**src/rtl/sprite_blitter.sv**
```systemverilog
// sprite_blitter
// Copies a sprite rectangle from the atlas ROM into the framebuffer, one pixel
// at a time (READ -> FETCH -> WRITE). Colour-key pixels and pixels that fall
// off the right/bottom screen edge are skipped. write_finished pulses once
// per completed blit; an aborting reset never produces the pulse.
//
// Optional feature macro: BLIT_MIRROR_EN
//   When defined, an extra input 'mirror' is latched on start. A latched
//   mirror=1 reads ROM columns right-to-left (horizontal flip) while screen
//   columns are still written left-to-right.
module sprite_blitter #(
    parameter int               SCREEN_W  = 640,
    parameter int               SCREEN_H  = 480,
    parameter int               ROM_W     = 1024,
    parameter int               PIX_W     = 12,
    parameter int               FB_AW     = 19,
    parameter int               ROM_AW    = 20,
    parameter logic [PIX_W-1:0] KEY_COLOR = 12'hF0F
) (
    input  logic              clk,
    input  logic              rst_n,
`ifdef BLIT_MIRROR_EN
    input  logic              mirror,
`endif
    input  logic              start,
    input  logic [11:0]       spr_x,
    input  logic [11:0]       spr_y,
    input  logic [11:0]       spr_w,
    input  logic [11:0]       spr_h,
    input  logic [11:0]       rom_x,
    input  logic [11:0]       rom_y,
    output logic              rom_rd,
    output logic [ROM_AW-1:0] rom_addr,
    input  logic [PIX_W-1:0]  rom_data,
    output logic              fb_we,
    output logic [FB_AW-1:0]  fb_addr,
    output logic [PIX_W-1:0]  fb_data,
    input  logic              fb_ready,
    output logic              busy,
    output logic              write_finished
);

    typedef enum logic [2:0] {
        ST_IDLE  = 3'd0,
        ST_READ  = 3'd1,
        ST_FETCH = 3'd2,
        ST_WRITE = 3'd3,
        ST_DONE  = 3'd4
    } state_t;

    state_t              state_r,  state_nxt_s;

    // Latched sprite descriptor
    logic [11:0]         sx0_r, sy0_r, w_r, h_r, rx_r, ry_r;
    logic [11:0]         sx0_nxt_s, sy0_nxt_s, w_nxt_s, h_nxt_s, rx_nxt_s, ry_nxt_s;
`ifdef BLIT_MIRROR_EN
    logic                mirror_r, mirror_nxt_s;
`endif

    // Pixel walk counters and the fetched pixel
    logic [11:0]         col_r, row_r, col_nxt_s, row_nxt_s;
    logic [PIX_W-1:0]    pix_r, pix_nxt_s;
    logic                skip_r, skip_nxt_s;

    // Registered outputs
    logic                rom_rd_r;
    logic [ROM_AW-1:0]   rom_addr_r;
    logic                fb_we_r;
    logic [FB_AW-1:0]    fb_addr_r, fb_addr_nxt_s;
    logic                busy_r;
    logic                done_r;

    // Address arithmetic helpers
    logic [12:0]         fetch_sx_s, fetch_sy_s;
    logic [FB_AW-1:0]    fb_full_s;
    logic [11:0]         rom_coff_s;
    logic [12:0]         rom_row_s, rom_col_s;
    logic [ROM_AW-1:0]   rom_full_s;
    logic                last_col_s, last_row_s;

    // Screen coordinates are 13 bits wide so that sx0+col never wraps back on screen.
    assign fetch_sx_s = {1'b0, sx0_r} + {1'b0, col_r};
    assign fetch_sy_s = {1'b0, sy0_r} + {1'b0, row_r};
    assign fb_full_s  = FB_AW'(32'(fetch_sy_s) * 32'(SCREEN_W) + 32'(fetch_sx_s));

    // The ROM address is computed from next-cycle counters so it is registered
    // together with the entry into READ.
`ifdef BLIT_MIRROR_EN
    assign rom_coff_s = mirror_nxt_s ? (w_nxt_s - 12'd1 - col_nxt_s) : col_nxt_s;
`else
    assign rom_coff_s = col_nxt_s;
`endif
    assign rom_row_s  = {1'b0, ry_nxt_s} + {1'b0, row_nxt_s};
    assign rom_col_s  = {1'b0, rx_nxt_s} + {1'b0, rom_coff_s};
    assign rom_full_s = ROM_AW'(32'(rom_row_s) * 32'(ROM_W) + 32'(rom_col_s));

    assign last_col_s = (col_r == (w_r - 12'd1));
    assign last_row_s = (row_r == (h_r - 12'd1));

    // Next-state, descriptor latch, counter advance and fetch-stage decisions
    always_comb begin
        state_nxt_s   = state_r;
        sx0_nxt_s     = sx0_r;
        sy0_nxt_s     = sy0_r;
        w_nxt_s       = w_r;
        h_nxt_s       = h_r;
        rx_nxt_s      = rx_r;
        ry_nxt_s      = ry_r;
`ifdef BLIT_MIRROR_EN
        mirror_nxt_s  = mirror_r;
`endif
        col_nxt_s     = col_r;
        row_nxt_s     = row_r;
        pix_nxt_s     = pix_r;
        skip_nxt_s    = skip_r;
        fb_addr_nxt_s = fb_addr_r;

        case (state_r)
            ST_IDLE: begin
                if (start) begin
                    sx0_nxt_s = spr_x;
                    sy0_nxt_s = spr_y;
                    w_nxt_s   = spr_w;
                    h_nxt_s   = spr_h;
                    rx_nxt_s  = rom_x;
                    ry_nxt_s  = rom_y;
`ifdef BLIT_MIRROR_EN
                    mirror_nxt_s = mirror;
`endif
                    col_nxt_s = 12'd0;
                    row_nxt_s = 12'd0;
                    if ((spr_w == 12'd0) || (spr_h == 12'd0)) begin
                        state_nxt_s = ST_DONE;
                    end else begin
                        state_nxt_s = ST_READ;
                    end
                end else begin
                    state_nxt_s = ST_IDLE;
                end
            end
            ST_READ: begin
                state_nxt_s = ST_FETCH;
            end
            ST_FETCH: begin
                pix_nxt_s     = rom_data;
                skip_nxt_s    = (rom_data == KEY_COLOR) ||
                                (fetch_sx_s >= 13'(SCREEN_W)) ||
                                (fetch_sy_s >= 13'(SCREEN_H));
                fb_addr_nxt_s = fb_full_s;
                state_nxt_s   = ST_WRITE;
            end
            ST_WRITE: begin
                // A skipped pixel advances at once; a real write waits for fb_ready.
                if (skip_r || fb_ready) begin
                    if (last_col_s) begin
                        col_nxt_s = 12'd0;
                        row_nxt_s = row_r + 12'd1;
                    end else begin
                        col_nxt_s = col_r + 12'd1;
                    end
                    if (last_col_s && last_row_s) begin
                        state_nxt_s = ST_DONE;
                    end else begin
                        state_nxt_s = ST_READ;
                    end
                end else begin
                    state_nxt_s = ST_WRITE;
                end
            end
            ST_DONE: begin
                state_nxt_s = ST_IDLE;
            end
            default: begin
                state_nxt_s = ST_IDLE;
            end
        endcase
    end

    // State, descriptor, counters and all output registers
    always_ff @(posedge clk or negedge rst_n) begin
        if (!rst_n) begin
            state_r    <= ST_IDLE;
            sx0_r      <= 12'd0;
            sy0_r      <= 12'd0;
            w_r        <= 12'd0;
            h_r        <= 12'd0;
            rx_r       <= 12'd0;
            ry_r       <= 12'd0;
`ifdef BLIT_MIRROR_EN
            mirror_r   <= 1'b0;
`endif
            col_r      <= 12'd0;
            row_r      <= 12'd0;
            pix_r      <= '0;
            skip_r     <= 1'b0;
            rom_rd_r   <= 1'b0;
            rom_addr_r <= '0;
            fb_we_r    <= 1'b0;
            fb_addr_r  <= '0;
            busy_r     <= 1'b0;
            done_r     <= 1'b0;
        end else begin
            state_r    <= state_nxt_s;
            sx0_r      <= sx0_nxt_s;
            sy0_r      <= sy0_nxt_s;
            w_r        <= w_nxt_s;
            h_r        <= h_nxt_s;
            rx_r       <= rx_nxt_s;
            ry_r       <= ry_nxt_s;
`ifdef BLIT_MIRROR_EN
            mirror_r   <= mirror_nxt_s;
`endif
            col_r      <= col_nxt_s;
            row_r      <= row_nxt_s;
            pix_r      <= pix_nxt_s;
            skip_r     <= skip_nxt_s;
            fb_addr_r  <= fb_addr_nxt_s;
            rom_rd_r   <= (state_nxt_s == ST_READ);
            if (state_nxt_s == ST_READ) begin
                rom_addr_r <= rom_full_s;
            end
            fb_we_r    <= (state_nxt_s == ST_WRITE) && !skip_nxt_s;
            busy_r     <= (state_nxt_s != ST_IDLE);
            // The completion pulse is the registered image of the DONE state.
            done_r     <= (state_r == ST_DONE);
        end
    end

    assign rom_rd         = rom_rd_r;
    assign rom_addr       = rom_addr_r;
    assign fb_we          = fb_we_r;
    assign fb_addr        = fb_addr_r;
    assign fb_data        = pix_r;
    assign busy           = busy_r;
    assign write_finished = done_r;

endmodule

```
**config.mk**
```make
export PLATFORM = sky130hd
export DESIGN_NAME = sprite_blitter
export DESIGN_NICKNAME = d
export VERILOG_FILES = /design/src/rtl/sprite_blitter.sv
export SDC_FILE = /design/constraint.sdc
export NUM_CORES = 1
export LEC_CHECK = 0
export BUFFER_PORTS_ARGS = -buffer_cell sky130_fd_sc_hd__buf_2
export CORE_MARGIN = 2
export CORE_UTILIZATION = 30
export DETAILED_ROUTE_END_ITERATION = 12
export PLACE_DENSITY = 0.48
export SLEW_MARGIN = 5
export SYNTH_ARGS = -nofsm -noshare
export SYNTH_HDL_FRONTEND = slang
export SYNTH_SLANG_ARGS = --single-unit
```
**constraint.sdc**
```tcl
create_clock -name clk -period 7.3 [get_ports clk]
set_clock_uncertainty 0.15 [all_clocks]
set_input_delay 1.46 -clock clk [delete_from_list [all_inputs] [get_ports clk]]
set_output_delay 1.46 -clock clk [all_outputs]
set_load 0.02 [all_outputs]
```
; ---- Word level (Yosys, flattened, before mapping)
; Cells that the tools add are included.
[op_classes]
add_sub_neg = 10
n_mul = 1
n_div = 0
order_cmp = 2
n_eq_ne = 9
shifts = 0
n_mux = 18
n_bitwise = 0
n_reduce_logical = 12
[op_table]
columns = op, n
row1 = $mux 12, 10
row2 = $pmux 12 s2, 2
row3 = $add 12x12->13, 3
row4 = $add 12x1->12 const B, 2
row5 = $eq 12x12->1, 2
row6 = $logic_not 12->1, 2
row7 = $sub 12x1->12 const B, 2
row8 = $add 20x13->20, 1
row9 = $add 19x13->19, 1
row10 = $ge 13x10->1 const B, 1
row11 = $ge 13x9->1 const B, 1
row12 = $mul 13x3->12 const B, 1
row13 = $eq 12x12->1 const B, 1
row14 = $mux 3, 4
row15 = $pmux 3 s4, 1
row16 = $add 10x10->10, 1
row17 = $eq 3x2->1 const B, 3
row18 = $eq 3x1->1 const B, 2
row19 = $logic_or 1x1->1, 4
row20 = $eq 3x3->1 const B, 1
row21 = $logic_not 3->1, 1
row22 = $reduce_bool 3->1, 1
row23 = $logic_and 1x1->1, 2
row24 = $reduce_and 2->1, 1
row25 = 2 further kinds, 2
[totals]
ff_bits = 155
latchBits = 0
mem_bits_rw = 0
mem_bits_ro = 0
in_bits = 88
out_inout_bits = 55
word_cells = 69
n_memories = 0

; ---- Depth between registers and ports, before layout
; Gate-level depths: netlist (run 1).
[depth]
depth_word = 8
ltp_mapped = 24
ltp_nobuf = 24

; ---- Worst setup path after synthesis (run 1)
; OpenSTA, ideal clock, no wires.
[synth_path]
path_type = in2reg
startpoint = in start
endpoint = reg rom_addr_r[15] (netlist: rom_addr[15])
setup_ps = 125
t_arrival_ps = 5301
t_required_ps = 7025
slack_ps = 1724
stages = 19
n_path_buf = 3
cell_sequence = or4b_2 clkbuf_1 clkbuf_1 clkbuf_1 nand2_1 nand2_1 ha_1 inv_1 fa_1 fa_1 inv_1 ha_1 or3_1 o21ai_0 inv_1 o41ai_1 nand2b_1 xnor2_1 mux2_4
[synth_via]
elab_chain_len = 4
elab_cells_between_ends = 14
cone_classes = add/sub (3) / eq/ne (1) / mux (10)
[synth_lines]
columns = item, line
row1 = "start, declared", 25  ; input logic start,
row2 = $mux 12, 120  ; if (start) begin
row3 = $mux 12, 118  ; case (state_r)
row4 = named net ry_nxt_s[0], 55  ; logic [11:0] sx0_nxt_s, sy0_nxt_s, w_nxt_s, h_nxt_s, rx_nxt_s, ry_nxt_s;
row5 = $add 10x10->10, 93  ; assign rom_row_s = {1'b0, ry_nxt_s} + {1'b0, row_nxt_s};
row6 = $add 20x13->20, 95  ; assign rom_full_s = ROM_AW'(32'(rom_row_s) * 32'(ROM_W) + 32'(rom_col_s));
row7 = "end signal, assigned", 220  ; rom_addr_r <= rom_full_s;
row8 = "end, declared", 67  ; logic [ROM_AW-1:0] rom_addr_r;
; The timed path passes the listed nets, and every way through them passes these cells.
; A chain may end at the register's enable or synchronous reset.

; ---- Worst setup path in the final report (run 1)
[layout_path]
startpoint = reg w_r[0]
endpoint = reg rom_addr_r[15] (netlist: rom_addr[15])
[layout_via]
elab_chain_len = 7
elab_cells_between_ends = 16
cone_classes = add/sub (4) / eq/ne (2) / mux (9) / reduce/logical (1)
[layout_lines]
columns = item, line
row1 = "start, declared", 54  ; logic [11:0] sx0_r, sy0_r, w_r, h_r, rx_r, ry_r;
row2 = "start signal, assigned", 206  ; w_r <= w_nxt_s;
row3 = $sub 12x1->12, 97  ; assign last_col_s = (col_r == (w_r - 12'd1));
row4 = $eq 12x12->1, 97
row5 = $mux 12, 155  ; if (last_col_s) begin
row6 = $mux 12, 154  ; if (skip_r || fb_ready) begin
row7 = $pmux 12 s2, 118
row8 = named net row_nxt_s[0], 61  ; logic [11:0] col_r, row_r, col_nxt_s, row_nxt_s;
row9 = $add 10x10->10, 93
row10 = $add 20x13->20, 95
; The timed path passes the listed nets, and every way through them passes these cells.

==> key figures, run 1 <==
Logic synthesis
  • Post-synthesis average cell area: 8.91 sq um
  • Post-synthesis sequential area ratio: 37.5%
  • Cell type with the largest total area after synthesis: sky130_fd_sc_hd__dfrtp_1
  • Main area contributors after synthesis: sky130_fd_sc_hd__dfrtp_1 38%, sky130_fd_sc_hd__nand2_1 11%, sky130_fd_sc_hd__ha_1 10%
  • Number of distinct library cells after synthesis: 83
  • Cell count after synthesis: 1146
  • Most used flip-flop cell after synthesis: sky130_fd_sc_hd__dfrtp_1
  • Number of synthesized register bits: 153
  • Fraction of registers with async set or reset after synthesis: 100%
  • Fraction of synthesized cell area taken by the top area cell type: 37.5%
  • Count of flip-flops with a built-in enable after synthesis: 0
  • Count of warnings emitted by yosys: 0
  • Number of nets in the synthesized netlist: 1324
  • Synthesized cell area: 10200 sq um

Global routing
  • Initial antenna violation count: 1
  • Pin count of the biggest net entering global routing: 84
  • Overall routing resource usage: 16.1%
  • Wire length of the first global-routing pass: 44900 um
  • Global route total overflow: 0
  • Vias in the first global route: 8412

Routing
  • Count of nets left with antenna violations after detail routing: 0
  • Detailed-route wire length on metal 1: 13900 um
  • WL/cell: 15.9 um
  • Via count: 8297
  • Met3 WL post-DR: 1080 um
  • First-iteration detailed-routing DRC count: 435
  • DRT Wirelength: 27700 um
  • Amount of wire on met2 after detailed routing: 12400 um
  • Post-detailed-route via-to-cell ratio: 4.78
  • Uppermost metal layer occupied by signal nets: met5
  • Remaining routing DRC violations: 0
  • Drt first pass iters: 5

Timing
  • Minimum clock period: 6140 ps
  • Number of max-slew violations in the final report: 0
  • Maximum frequency from static timing analysis: 163 MHz
  • Max-Slew Margin vs Limit: 40.6%
  • Setup tns final: 0 ps
  • Setup repair after global routing missed its margin: no
  • Worst-case hold slack: 316 ps
  • Fraction of the cycle the final worst path needs: 84.2%
  • Number of endpoints failing setup at the final stage: 0
  • Final hold violation count: 0
  • Worst-Margin Slew: 892 ps

Place
  • Number of buffers added on ports: 140
  • Detailed Place HPWL: 20600 um
  • Gp weighted congestion: 0.833

Die
  • DIE WIDTH: 188 um
  • Initial Util: 30.4%
  • Die area: 35500 sq um
  • Row Count: 67
  • Standard cell core area: 33500 sq um
  • Number of placed I/O pins: 143
  • Height of the die: 188 um

Worst setup path
  • Cell family contributing the most delay on the critical path: simple AND/OR/NAND/NOR gates
  • Biggest fanout along the worst timing path: 8
  • WP data required: 7480 ps
  • Critical path launch point type: flop
  • Crit path max-delay cell type: sky130_fd_sc_hd__nor3b_2
  • Reg2Reg Capture Point: rom_addr[15]$_DFFE_PN0P_
  • Crit path top cell by count: sky130_fd_sc_hd__inv_1
  • Capturing element type of the critical path: flop
  • Cells on worst reg2reg path: 24
  • Endpoint arrival time on the critical path: 6320 ps
  • Worst path cell trace: inv_1 -> ha_1 -> nor3b_2 -> nand2_1 -> o311ai_1 -> nor2_1 -> nand4bb_2 -> nor3_4 -> nand2_1 -> o21ai_0 -> ha_1 -> inv_1 -> fa_1 -> fa_1 -> inv_1 -> ha_1 -> or3_1 -> o21ai_0 -> inv_1 -> o41ai_1 -> buf_4 -> nand2b_1 -> xnor2_1 -> mux2_4
  • Reg-to-Reg Start: w_r[0]$_DFFE_PN0P_
  • Number of buffers and inverters on the critical path: 5
  • Slack of the worst reg-to-reg path: 1160 ps
  • Max stage delay on crit path: 500 ps
  • Critical path start-end classification: reg -> reg

Final layout
  • Number of nets in the finished design: 1454
  • Top library cells by usage in the layout, fill and taps aside: 304 x sky130_fd_sc_hd__nand2_1, 153 x sky130_fd_sc_hd__dfrtp_1, 139 x sky130_fd_sc_hd__buf_2, 82 x sky130_fd_sc_hd__ha_1, 62 x sky130_fd_sc_hd__o21ai_0
  • Most common library cell in the layout ignoring fill and taps: sky130_fd_sc_hd__nand2_1
  • Share of post-route cells with drive strength above 1: 17.5%
  • Area growth syn-to-layout: 17.0%
  • Number of diodes added for antenna fixing: 0

Power
  • Total leakage power: 5.97 nW
  • Worst VDD drop: 0.177 mV
  • Pwr/cell area: 425 nW/um^2
  • Total power draw: 5.07 mW

Clock tree
  • CTS max path bufs: 2
  • Clock-pin slew on the worst setup and hold paths: 60 ps
  • H-tree depth reported by CTS: 4
  • Post CTS Setup Buffer Count: 0
  • Root Buffer: sky130_fd_sc_hd__clkbuf_16
  • Post-cts gate resize count: 0
  • Clock buffers created by TritonCTS: 17
  • Num Clock Sinks: 153
  • Source-to-sink clock delay at the later pin of the worst-skew pair: 450 ps
  • Number of hold buffers added after CTS: 0
  • Clock tree from TritonCTS: yes

Worst hold path
  • Class of the tightest hold or removal check: reg -> reg
  • Hold path depth: 2
  • Min-delay src: fb_data[3]$_DFFE_PN0P_
  • Hold path endpoint: fb_data[3]$_DFFE_PN0P_

Flow run
  • Total of max-cap violations: 0

Outcome
  • Run status: finished clean
-- sequential cells by signal, indices dropped and copies added (netlist names) --
name and flops:
fb_addr 19, col_r 12, state_r 3, w_r 12
busy 1, fb_we 1, rom_rd 1, skip_r 1
write_finished 1, sx0_r 12, row_r 12, ry_r 10
fb_data 12, rom_addr 20, rx_r 12, sy0_r 12
h_r 12
-- per-stage QoR --
step / setup WS [ps] / utilization [%] / cells / area (sq um)
after floorplan: 1720 / - / 1146 / 10200
after global placement: 1210 / 33.9 / 1705 / 11400
after detailed placement: 1200 / 33.9 / 1705 / 11400
after CTS: 1180 / 35.6 / 1737 / 11900
after global routing: 685 / 35.6 / 1737 / 11900
final: 1160 / 35.6 / 1737 / 11900
-- worst max path at each step --
stage                  startpoint                        to  slack, ps  depth (start not counted)
2_1_floorplan               start  rom_addr[15]$_DFFE_PN0P_       1720                         19
3_3_place_gp   w_r[0]$_DFFE_PN0P_  rom_addr[15]$_DFFE_PN0P_       1210                         24
3_5_place_dp   w_r[0]$_DFFE_PN0P_  rom_addr[15]$_DFFE_PN0P_       1200                         24
4_1_cts        w_r[0]$_DFFE_PN0P_  rom_addr[15]$_DFFE_PN0P_       1180                         24
5_1_grt        w_r[0]$_DFFE_PN0P_  rom_addr[19]$_DFFE_PN0P_        680                         24
6_report       w_r[0]$_DFFE_PN0P_  rom_addr[15]$_DFFE_PN0P_       1160                         24
-- layer usage --
metal | GRT usage, % | vias to the layer above
li1 | - | 4239
met2 | 25.6 | 147
met3 | 3.07 | 20
met1 | 22.5 | 3889
met5 | 0 | -
met4 | 4.27 | 2
-- where the power goes --
part           switching, mW  total, mW  leakage, nW  internal (mW)
Combinational           1.57       2.73         3.75           1.16
Sequential             0.266       1.46         1.94           1.19
Clock                  0.378      0.891        0.278          0.514
Total                   2.21       5.07         5.97           2.86
-- synthesized netlist by cell type, drive strengths merged, types with 8 or more instances --
| library cell | count |
|---|---|
| nand2 | 304 |
| dfrtp | 153 |
| nand4 | 15 |
| inv | 41 |
| o31ai | 10 |
| fa | 8 |
| o21ai | 66 |
| clkbuf | 31 |
| nor4 | 14 |
| a21oi | 39 |
| nor2 | 55 |
| xor2 | 41 |
| and3 | 9 |
| or3 | 8 |
| xnor2 | 49 |
| nand3b | 8 |
| ha | 82 |
| nor3 | 17 |
| a21o | 19 |
| mux2 | 21 |
| nand3 | 25 |
| nand2b | 13 |
| o21a | 10 |
-- final cells by class --
cell class,instances,area (sq um)
fillers,3519,21600
multi-input cells,915,6060
flip-flops and latches,153,3830
repair buffers,148,767
well taps,448,561
clock buffers,22,454
inverters,41,154
clock inverters,10,121
-- kinds of logic after synthesis --
kind of cell               synth area share [%]
AOI/OAI and AO/OA                          13.1
xor gates and xnor gates                   7.72
adders and majority gates                  11.6
buffers and inverters                      3.21
DFF                                        37.5
muxes                                      3.17
and+or+nand+nor                            23.7
-- worst register-to-register path, stage by stage, from the launching register on --
cell and delay, ps:
sky130_fd_sc_hd__dfrtp_1 450, sky130_fd_sc_hd__inv_1 110, sky130_fd_sc_hd__ha_1 170, sky130_fd_sc_hd__nor3b_2 500, sky130_fd_sc_hd__nand2_1 150, sky130_fd_sc_hd__o311ai_1 290
sky130_fd_sc_hd__nor2_1 110, sky130_fd_sc_hd__nand4bb_2 350, sky130_fd_sc_hd__nor3_4 360, sky130_fd_sc_hd__nand2_1 200, sky130_fd_sc_hd__o21ai_0 380, sky130_fd_sc_hd__ha_1 230
sky130_fd_sc_hd__inv_1 50, sky130_fd_sc_hd__fa_1 450, sky130_fd_sc_hd__fa_1 490, sky130_fd_sc_hd__inv_1 40, sky130_fd_sc_hd__ha_1 320, sky130_fd_sc_hd__or3_1 350
sky130_fd_sc_hd__o21ai_0 80, sky130_fd_sc_hd__inv_1 80, sky130_fd_sc_hd__o41ai_1 60, sky130_fd_sc_hd__buf_4 190, sky130_fd_sc_hd__nand2b_1 110, sky130_fd_sc_hd__xnor2_1 70
sky130_fd_sc_hd__mux2_4 260
No activity file was read; power rests on OpenSTA's default activity.
==> run 2, diff against run 1 <==
Clock period 7.3 ns to 6.18 ns, I/O delays scaled along.
==> run 2 against run 1 <==
  * Fmax increased by 7.2%
  * First-iteration DRC count decreased by 11%
  * Worst setup slack worse by 710 ps
  * Critical path depth shrank 1
  * Final area is 0.53% higher
  * Die area unchanged
  * Total power rose by 19%
  * Largest cell class unchanged
==> key figures, run 2 (synthesis gave the netlist of run 1 again) <==
Timing
  • Final hold violation count: 0 (unchanged)
  • Fraction of the cycle the final worst path needs: 92.7% (+8.6 points)
  • Setup tns final: 0 ps (unchanged)
  • Setup repair after global routing missed its margin: no
  • Number of max-slew violations in the final report: 0 (unchanged)
  • Minimum clock period: 5730 ps (-412 ps)
  • Worst-Margin Slew: 832 ps (-59.6 ps)
  • Maximum frequency from static timing analysis: 174 MHz (+7.2%)
  • Max-Slew Margin vs Limit: 44.5% (+4.0 points)
  • Number of endpoints failing setup at the final stage: 0 (unchanged)
  • Worst-case hold slack: 320 ps (+3.69 ps)

Final layout
  • Number of diodes added for antenna fixing: 0 (unchanged)
  • Area growth syn-to-layout: 17.6%
  • Number of nets in the finished design: 1461 (+0.48%)
  • Top library cells by usage in the layout, fill and taps aside: 304 x sky130_fd_sc_hd__nand2_1, 153 x sky130_fd_sc_hd__dfrtp_1, 139 x sky130_fd_sc_hd__buf_2, 82 x sky130_fd_sc_hd__ha_1, 62 x sky130_fd_sc_hd__o21ai_0
  • Share of post-route cells with drive strength above 1: 18.1% (+0.60 points)
  • Number of flip-flops in the largest register: 20 (unchanged)
  • Final cell count without fillers: 1744 (+0.40%)
  • Most common library cell in the layout ignoring fill and taps: sky130_fd_sc_hd__nand2_1
  • Layout fillers: 3562 (+1.2%)

Die
  • Die area: 35500 sq um (unchanged)
  • Row Count: 67 (unchanged)
  • Number of placed I/O pins: 143 (unchanged)
  • Initial Util: 30.4% (unchanged)
  • Standard cell core area: 33500 sq um (unchanged)
  • DIE WIDTH: 188 um (unchanged)
  • Height of the die: 188 um (unchanged)

Routing
  • Via count: 8381 (+1.0%)
  • DRT Wirelength: 27800 um (+0.66%)
  • Count of nets left with antenna violations after detail routing: 0 (unchanged)
  • Remaining routing DRC violations: 0 (unchanged)
  • Drt first pass iters: 5 (unchanged)
  • WL/cell: 16.0 um (+0.25%)
  • First-iteration detailed-routing DRC count: 386 (-11%)
  • Post-detailed-route via-to-cell ratio: 4.81 (+0.61%)

Global routing
  • Overall routing resource usage: 16.2% (+0.027 points)
  • Initial antenna violation count: 1 (unchanged)
  • Wire length of the first global-routing pass: 45400 um (+1.0%)
  • Global route total overflow: 0 (unchanged)
  • Pin count of the biggest net entering global routing: 70 (-17%)
  • Vias in the first global route: 8454 (+0.50%)

Worst hold path
  • Hold path depth: 2 (unchanged)
  • Hold path endpoint: fb_data[5]$_DFFE_PN0P_
  • Min-delay src: fb_data[5]$_DFFE_PN0P_
  • Class of the tightest hold or removal check: reg -> reg

Worst setup path
  • Cells on worst reg2reg path: 23 (-4.2%)
  • Capturing element type of the critical path: flop
  • Biggest fanout along the worst timing path: 8 (unchanged)
  • WP data required: 6340 ps (-1140 ps)
  • Worst setup path startpoint: w_r[0]$_DFFE_PN0P_
  • Reg-to-Reg Start: w_r[0]$_DFFE_PN0P_
  • Reg2Reg Capture Point: rom_addr[15]$_DFFE_PN0P_
  • Endpoint arrival time on the critical path: 5900 ps (-420 ps)
  • Critical path launch point type: flop
  • Critical path start-end classification: reg -> reg
  • Slack of the worst reg-to-reg path: 450 ps (-710 ps)

Place
  • Placed instance count: 1712 (+0.41%)
  • Number of buffers added on ports: 140 (unchanged)
  • Gp weighted congestion: 0.850 (+2.1%)
  • Detailed Place HPWL: 20900 um (+1.8%)

Outcome
  • Run status: finished clean

Power
  • Pwr/cell area: 502 nW/um^2 (+18%)
  • Worst VDD drop: 0.258 mV (+46%)
  • Total leakage power: 6.01 nW (+0.62%)

Clock tree
  • Number of hold buffers added after CTS: 0 (unchanged)
  • Num Clock Sinks: 153 (unchanged)
  • Clock-pin slew on the worst setup and hold paths: 60 ps (about the same)
  • H-tree depth reported by CTS: 4 (unchanged)
  • CTS max path bufs: 2 (unchanged)
  • Root Buffer: sky130_fd_sc_hd__clkbuf_16
  • Clock buffers created by TritonCTS: 17 (unchanged)
  • Clock tree from TritonCTS: yes
  • Post CTS Setup Buffer Count: 0 (unchanged)
  • Source-to-sink clock delay at the later pin of the worst-skew pair: 430 ps (-20 ps)

Flow run
  • Total of max-cap violations: 0 (unchanged)
-- run 2: worst max-delay path by stage --
stage | endpoint | slack (ps)
after floorplan | rom_addr[15]$_DFFE_PN0P_ | 830
after global placement | rom_addr[15]$_DFFE_PN0P_ | 340
after global routing | rom_addr[15]$_DFFE_PN0P_ | 0.2
after CTS | rom_addr[15]$_DFFE_PN0P_ | 220
final | rom_addr[15]$_DFFE_PN0P_ | 450
after detailed placement | rom_addr[15]$_DFFE_PN0P_ | 270
-- run 2: power breakdown --
group / leakage (nW) / internal, mW / switching [mW]
registers: 1.94 / 1.40 / 0.315
logic: 3.80 / 1.39 / 1.88
clock network: 0.269 / 0.605 / 0.437
-- run 2: final cells by class --
class | instances | area, sq um | area share (%)
clock buffers | 21 | 450 | 3.75
multi-input cells | 915 | 6070 | 50.6
well taps | 448 | 561 | 4.67
repair buffers | 155 | 820 | 6.83
flip-flops and latches | 153 | 3830 | 31.9
inverters | 41 | 154 | 1.28
clock inverters | 11 | 123 | 1.02
-- run 2: metrics by stage --
step / util (%) / cell area (sq um) / total power [mW] / worst slack (ps)
after floorplan: - / 10200 / 4.20 / 828
after global placement: 34.1 / 11400 / 4.98 / 343
after detailed placement: 34.1 / 11400 / 5.01 / 271
after CTS: 35.8 / 12000 / 6.11 / 220
after global routing: 35.8 / 12000 / 6.61 / 0.187
final: 35.8 / 12000 / 6.03 / 449
-- run 2: repair_timing --
action                                  4_1_cts  5_1_grt
hold endpoints to repair                      0        0
gates resized for setup                       0        2
endpoints found under the setup margin        0        7
-- run 2: metal layers --
metal	track usage, %	vias up	wire length (um)
met5	0	-	15
met4	3.61	2	250
met3	3.07	21	1120
met2	26.0	157	12700
met1	22.5	3961	13700
li1	-	4240	-
-- run 2: critical path: stages (launching register included) --
cell	delay, ps
sky130_fd_sc_hd__dfrtp_1	460
sky130_fd_sc_hd__inv_1	110
sky130_fd_sc_hd__ha_1	180
sky130_fd_sc_hd__nor3b_4	370
sky130_fd_sc_hd__nand2_1	130
sky130_fd_sc_hd__o311ai_1	290
sky130_fd_sc_hd__nor2_1	120
sky130_fd_sc_hd__nand4bb_2	360
sky130_fd_sc_hd__nor3_4	190
sky130_fd_sc_hd__nand2_1	150
sky130_fd_sc_hd__o21ai_0	350
sky130_fd_sc_hd__ha_1	240
sky130_fd_sc_hd__inv_1	60
sky130_fd_sc_hd__fa_1	450
sky130_fd_sc_hd__fa_1	490
sky130_fd_sc_hd__inv_1	40
sky130_fd_sc_hd__ha_1	320
sky130_fd_sc_hd__or3_1	360
sky130_fd_sc_hd__o21ai_0	80
sky130_fd_sc_hd__inv_1	90
sky130_fd_sc_hd__o41ai_2	90
sky130_fd_sc_hd__nand2b_1	190
sky130_fd_sc_hd__xnor2_1	80
sky130_fd_sc_hd__mux2_4	270
